<file path="config.mk">
export PLATFORM = sky130hd
export DESIGN_NAME = ball_motion_engine
export DESIGN_NICKNAME = d
export VERILOG_FILES = /design/src/rtl/ball_motion_engine.sv
export SDC_FILE = /design/constraint.sdc
export NUM_CORES = 1
export LEC_CHECK = 0
export CORE_ASPECT_RATIO = 0.8
export CORE_UTILIZATION = 25
export CTS_CLUSTER_SIZE = 40
export DETAILED_ROUTE_END_ITERATION = 8
export HOLD_SLACK_MARGIN = 0.15
export PLACE_DENSITY = 0.46
export SETUP_SLACK_MARGIN = 0.2
export SLEW_MARGIN = 20
export SYNTH_ARGS = -nofsm -noshare
export SYNTH_HDL_FRONTEND = slang
export SYNTH_SLANG_ARGS = --single-unit
</file>
<file path="constraint.sdc">
create_clock -name clk -period 5.3 [get_ports clk]
set_input_delay 1.325 -clock clk [delete_from_list [all_inputs] [get_ports clk]]
set_output_delay 1.325 -clock clk [all_outputs]
set_load 0.01 [all_outputs]
</file>
<file path="src/rtl/ball_motion_engine.sv">
// ball_motion_engine: per-ball fixed-point trajectory integrator with reflection and cushion clamp.
// Rolling friction and rest detection are compiled in with `define BALL_FRICTION_EN.
module ball_motion_engine #(
  parameter int FRAC_BITS = 6,
  parameter int POS_W     = 11,
  parameter int SPEED_W   = 16,
  parameter int INITIAL_X = 400,
  parameter int INITIAL_Y = 220,
  parameter int FRICTION  = 1,
  parameter int MIN_SPEED = 2,
  parameter int MAX_SPEED = 1023,
  parameter int X_MIN     = 32,
  parameter int X_MAX     = 576,
  parameter int Y_MIN     = 32,
  parameter int Y_MAX     = 416
) (
  input  logic                      clk,
  input  logic                      resetN,
  input  logic                      startOfFrame,
  input  logic                      shotValid,
  output logic                      shotReady,
  input  logic signed [SPEED_W-1:0] shotXSpeed,
  input  logic signed [SPEED_W-1:0] shotYSpeed,
  input  logic                      collision,
  input  logic [3:0]                HitEdgeCode,
  input  logic                      respawn,
  output logic signed [POS_W-1:0]   topLeftX,
  output logic signed [POS_W-1:0]   topLeftY,
  output logic                      moving,
  output logic                      stopPulse
);
  localparam int PW = POS_W + FRAC_BITS + 1;
  typedef logic signed [PW-1:0] pos_t;
  typedef logic signed [SPEED_W-1:0] spd_t;
  typedef enum logic [1:0] {IDLE, ROLLING, RESPAWN} state_t;
`ifdef BALL_FRICTION_EN
  localparam bit FRIC_EN = 1'b1;
`else
  localparam bit FRIC_EN = 1'b0;
`endif
  localparam spd_t S_MAX    = spd_t'({1'b0, {(SPEED_W-1){1'b1}}});
  localparam spd_t S_MIN    = ~S_MAX;
  localparam spd_t SHOT_MAX = spd_t'(MAX_SPEED);
  localparam pos_t INIT_X   = pos_t'(INITIAL_X <<< FRAC_BITS);
  localparam pos_t INIT_Y   = pos_t'(INITIAL_Y <<< FRAC_BITS);
  localparam pos_t LO_X     = pos_t'(X_MIN <<< FRAC_BITS);
  localparam pos_t HI_X     = pos_t'(X_MAX <<< FRAC_BITS);
  localparam pos_t LO_Y     = pos_t'(Y_MIN <<< FRAC_BITS);
  localparam pos_t HI_Y     = pos_t'(Y_MAX <<< FRAC_BITS);

  function automatic spd_t neg(spd_t s);
    return (s == S_MIN) ? S_MAX : -s;
  endfunction

  function automatic spd_t mag(spd_t s);
    return s[SPEED_W-1] ? neg(s) : s;
  endfunction

  function automatic spd_t reflect(spd_t s, logic neg_edge, logic pos_edge);
    return ((neg_edge && s[SPEED_W-1]) || (pos_edge && !s[SPEED_W-1] && s != '0)) ? neg(s) : s;
  endfunction

  function automatic spd_t fric(spd_t s);
    spd_t t;
    t = s[SPEED_W-1] ? s + spd_t'(FRICTION) : (s != '0) ? s - spd_t'(FRICTION) : s;
    return !FRIC_EN ? s : (mag(t) <= spd_t'(MIN_SPEED)) ? '0 : t;
  endfunction

  function automatic pos_t clamp_pos(pos_t p, pos_t lo, pos_t hi);
    return (p < lo) ? lo : (p > hi) ? hi : p;
  endfunction

  function automatic spd_t clamp_spd(pos_t p, spd_t s, pos_t lo, pos_t hi);
    return (p < lo) ? mag(s) : (p > hi) ? neg(mag(s)) : s;
  endfunction

  function automatic spd_t clamp_shot(spd_t s);
    return (s > SHOT_MAX) ? SHOT_MAX : (s < -SHOT_MAX) ? -SHOT_MAX : s;
  endfunction

  state_t state_q, state_d;
  pos_t   px_q, px_d, py_q, py_d, nx, ny;
  spd_t   sx_q, sx_d, sy_q, sy_d, cx, cy;
  logic   stop_q, stop_d;

  always_comb begin
    state_d = state_q;
    px_d    = px_q;
    py_d    = py_q;
    sx_d    = sx_q;
    sy_d    = sy_q;
    stop_d  = 1'b0;
    cx      = collision ? reflect(sx_q, HitEdgeCode[3], HitEdgeCode[1]) : sx_q;
    cy      = collision ? reflect(sy_q, HitEdgeCode[2], HitEdgeCode[0]) : sy_q;
    nx      = px_q + pos_t'(sx_q);
    ny      = py_q + pos_t'(sy_q);
    if (respawn) begin
      state_d = RESPAWN;
      px_d    = INIT_X;
      py_d    = INIT_Y;
      sx_d    = '0;
      sy_d    = '0;
    end else if (state_q == IDLE) begin
      if (shotValid) begin
        sx_d    = clamp_shot(shotXSpeed);
        sy_d    = clamp_shot(shotYSpeed);
        state_d = (sx_d != '0 || sy_d != '0) ? ROLLING : IDLE;
      end
    end else if (state_q == ROLLING) begin
      // position integrates with the pre-reflection speed; friction acts on the reflected one
      if (startOfFrame) begin
        px_d = clamp_pos(nx, LO_X, HI_X);
        py_d = clamp_pos(ny, LO_Y, HI_Y);
        sx_d = clamp_spd(nx, fric(cx), LO_X, HI_X);
        sy_d = clamp_spd(ny, fric(cy), LO_Y, HI_Y);
        stop_d  = (sx_d == '0 && sy_d == '0);
        state_d = stop_d ? IDLE : ROLLING;
      end else begin
        sx_d = cx;
        sy_d = cy;
      end
    end else begin
      state_d = IDLE;
    end
  end

  always_ff @(posedge clk or negedge resetN) begin
    if (!resetN) begin
      state_q <= IDLE;
      px_q    <= INIT_X;
      py_q    <= INIT_Y;
      sx_q    <= '0;
      sy_q    <= '0;
      stop_q  <= 1'b0;
    end else begin
      state_q <= state_d;
      px_q    <= px_d;
      py_q    <= py_d;
      sx_q    <= sx_d;
      sy_q    <= sy_d;
      stop_q  <= stop_d;
    end
  end

  assign topLeftX  = POS_W'(px_q >>> FRAC_BITS);
  assign topLeftY  = POS_W'(py_q >>> FRAC_BITS);
  assign shotReady = (state_q == IDLE);
  assign moving    = (state_q == ROLLING);
  assign stopPulse = stop_q;
endmodule

</file>
==> out/qor.txt <==
CTS tree = done
Initial antenna violation count = 0
Ys flop type = dfrtp_1
Tcrit/Tclk final = 94.0%
Fmax = 0.201 GHz
Sequential-to-total area share from yosys stat = 17.9%
Initial core utilization = 25.3%
Clock Sinks = 71
CTS buffer count = 9
Run status = completed
GR Overflow Total = 0
Slew @ Worst Pin = 1.12 ns
Average wire per cell in the routed design = 20.8 microns
GP Congestion = 0.937
Worst Path Required = 5.60 ns
Placed insts = 2,095
Slew Limit Fails = 0
Final HPWL DP = 35,200 microns
H-tree levels = 3
DR iter-0 viols = 988
P per Cell Area = 306 nW/um^2
Worst Setup End Kind = flop
Post-synthesis instance total = 1,362
Vias per cell = 5.55
Residual DRC count = 0
Final hold vios = 0
Std-Cell Rows = 65
Detailed Routing Iterations Pass 1 = 5
Clk_skew = 0.0141 ns
Ant diodes = 0
Worst setup SP type = input pin
Die footprint = 40,700 sq um
Min Hold Slack = 0.505 ns
Crit path time final = 4.98 ns
Core Area = 39,400 sq um
Ratio of cells with drive above 1 in the final layout = 24.1%
Num ports = 67
Share of the synthesized area in the top cell type = 15.8%
Die H = 181 microns
CTS max path bufs = 2
Die Wd = 225 microns
Setup violations, final = 0
First-pass GRT wire length = 67,800 microns
P&R area growth vs syn = 33.5%
Vias in the first global route = 11,184
Hold Crit Class = flop to flop
DRT antenna net count = 0
RSZ-0062 raised after global routing = yes
Post-layout nets = 1,668
WP data arrival = 5.28 ns
Worst skew pair latency = 0.37 ns
Largest net degree at the start of global routing = 72
Peak VDD IR = 0.000201 V
Yosys warning count = 0
Max_cap viols = 0
# port buffers = 66
Post-synthesis async set-or-reset flop share = 100%
Leading area contributor after synthesis = dfrtp_1
Synth unique cells = 103
Max FO, Critical Path = 3
Clk root buf = clkbuf_16
Ranking of synthesized cells by area = dfrtp_1 16%, o21ai_0 5.2%, ha_1 5.1%, nand2_1 4.9%, a21oi_1 4.9%
Syn Nets = 1,447
GRT Util Overall = 21.6%
Worst rel slew slack = 25.1%
Post-synth EDFFs = 0
Avg Cell Area, Syn = 7.32 sq um
Pleak = 5.47 nW
Register bit total from synthesis = 71
Vias post-DR = 11,796
Cell Count, Final, Fillers Out = 2,124
Reg clk slew, reported paths = 0.07 ns
Critical path type = input pin to flop
Synth Cell Area = 9960 sq um
Routed WL = 44,100 microns
## routing by layer
layer  GRT usage, %  vias up  wire (microns)
li1               -     5680               -
met1           32.9     5716           22500
met2           30.5      353           17900
met3           3.38       47            2720
met4           6.26        0             943
met5              0        -               0
## per-stage QoR
step                cell area, sq um  util (%)  worst slack [ns]  total power [mW]  TNS (ns)
finish                         13300      33.8             0.319              4.07         0
global route                   13300      33.8             0.129              4.31         0
detailed placement             12600      32.1            -0.516              3.21     -3.00
global placement               12600      32.1            -0.440              3.24     -2.10
CTS                            13000      33.1             0.206              3.92         0
floorplan                      10000         -             0.215              2.06         0
## worst paths after layout
path / endpoint / slack [ns] / from / cells after the start
min in group asynchronous: px_q[5] / 0.91 / resetN / 1
worst min-delay path: px_q[5] / 0.51 / px_q[5] / 1
worst min register to register: px_q[5] / 0.51 / px_q[5] / 1
max in group asynchronous: py_q[9] / 3.72 / resetN / 2
worst max register to register: stopPulse / 0.39 / sx_q[6] / 15
worst max-delay path: stopPulse / 0.32 / HitEdgeCode[2] / 19
## cells in the mapped netlist (16+ instances only)
cell	number
nor2b_1	28
inv_1	32
a22o_1	16
a31oi_1	23
a21oi_1	97
nor2_1	113
or3_1	17
a211oi_1	25
buf_4	24
o31ai_1	21
nor3_1	42
and2_1	23
nand3_1	42
nand2_1	131
mux2i_1	16
a21o_1	23
xnor2_1	26
nor4_1	24
o21ai_0	104
o211ai_1	31
dfrtp_1	63
nand4_1	16
clkbuf_1	64
ha_1	41
## registers in the layout (all words and copies together), names as in the netlist
signal     cells
px_q          18
py_q          18
state_q        2
stopPulse      1
sx_q          16
sy_q          16
## layout by cell type, fill, tap and decap left out, types with 18 or more instances in the layout
cell             count
a211oi_1            22
a21o_1              23
a21oi_1             94
a31oi_1             21
and2_1              22
buf_4              246
clkdlybuf4s50_1     63
dfrtp_1             63
ha_1                40
inv_1               32
nand2_1            127
nand3_1             41
nor2_1             108
nor2b_1             28
nor3_1              38
nor4_1              21
o211ai_1            31
o21ai_0             94
o31ai_1             18
xnor2_1             25
## worst max-delay path, cell delays in order
cell             delay (ns)
clkdlybuf4s50_1        0.51
and3_4                 0.22
nor2_4                 0.04
or3_1                  0.40
a31oi_4                0.19
nand3_2                0.10
or3_4                  0.42
nor2_4                 0.14
nor2_1                 0.07
ha_1                   0.20
a21boi_2               0.18
o2111ai_2              0.17
buf_4                  0.18
o2111a_1               0.18
a221o_1                0.12
nand4_1                0.24
nor4_2                 0.31
buf_4                  0.15
and3_1                 0.15
## power breakdown
group	switching, mW	leakage [nW]	total, mW	internal [mW]
logic	1.57	4.39	2.82	1.25
registers	0.0505	0.948	0.618	0.567
clock network	0.311	0.135	0.637	0.327
total	1.93	5.47	4.07	2.15
## final cells by class
type                            count  area (sq um)
Fill cell                        4248         26100
Inverter                           32           120
Tap cell                          536           671
Clock buffer                        9           225
Clock inverter                      7          61.3
Sequential cell                    71          1790
Multi-Input combinational cell   1154          7860
Timing Repair Buffer              315          2580
## repair_timing
action | CTS | global route
pin swaps | 7 | 15
setup endpoints to repair | 8 | 12
resized for setup | 20 | 52
hold buffers | 0 | 0
setup buffers | 6 | 6
## cell families (layout without fill, tap and decap cells)
kind of cell    count (synthesis)  in the layout  share of synthesized area, %
flops                          71             71                          17.9
simple gates                  545            545                          29.2
fa+ha+maj                      43             43                          5.55
compound gates                507            507                          35.3
buf+inv                       137            363                          6.38
mux                            25             25                          2.62
xor+xnor                       34             34                          2.99
No activity file was read; power rests on OpenSTA's default activity.
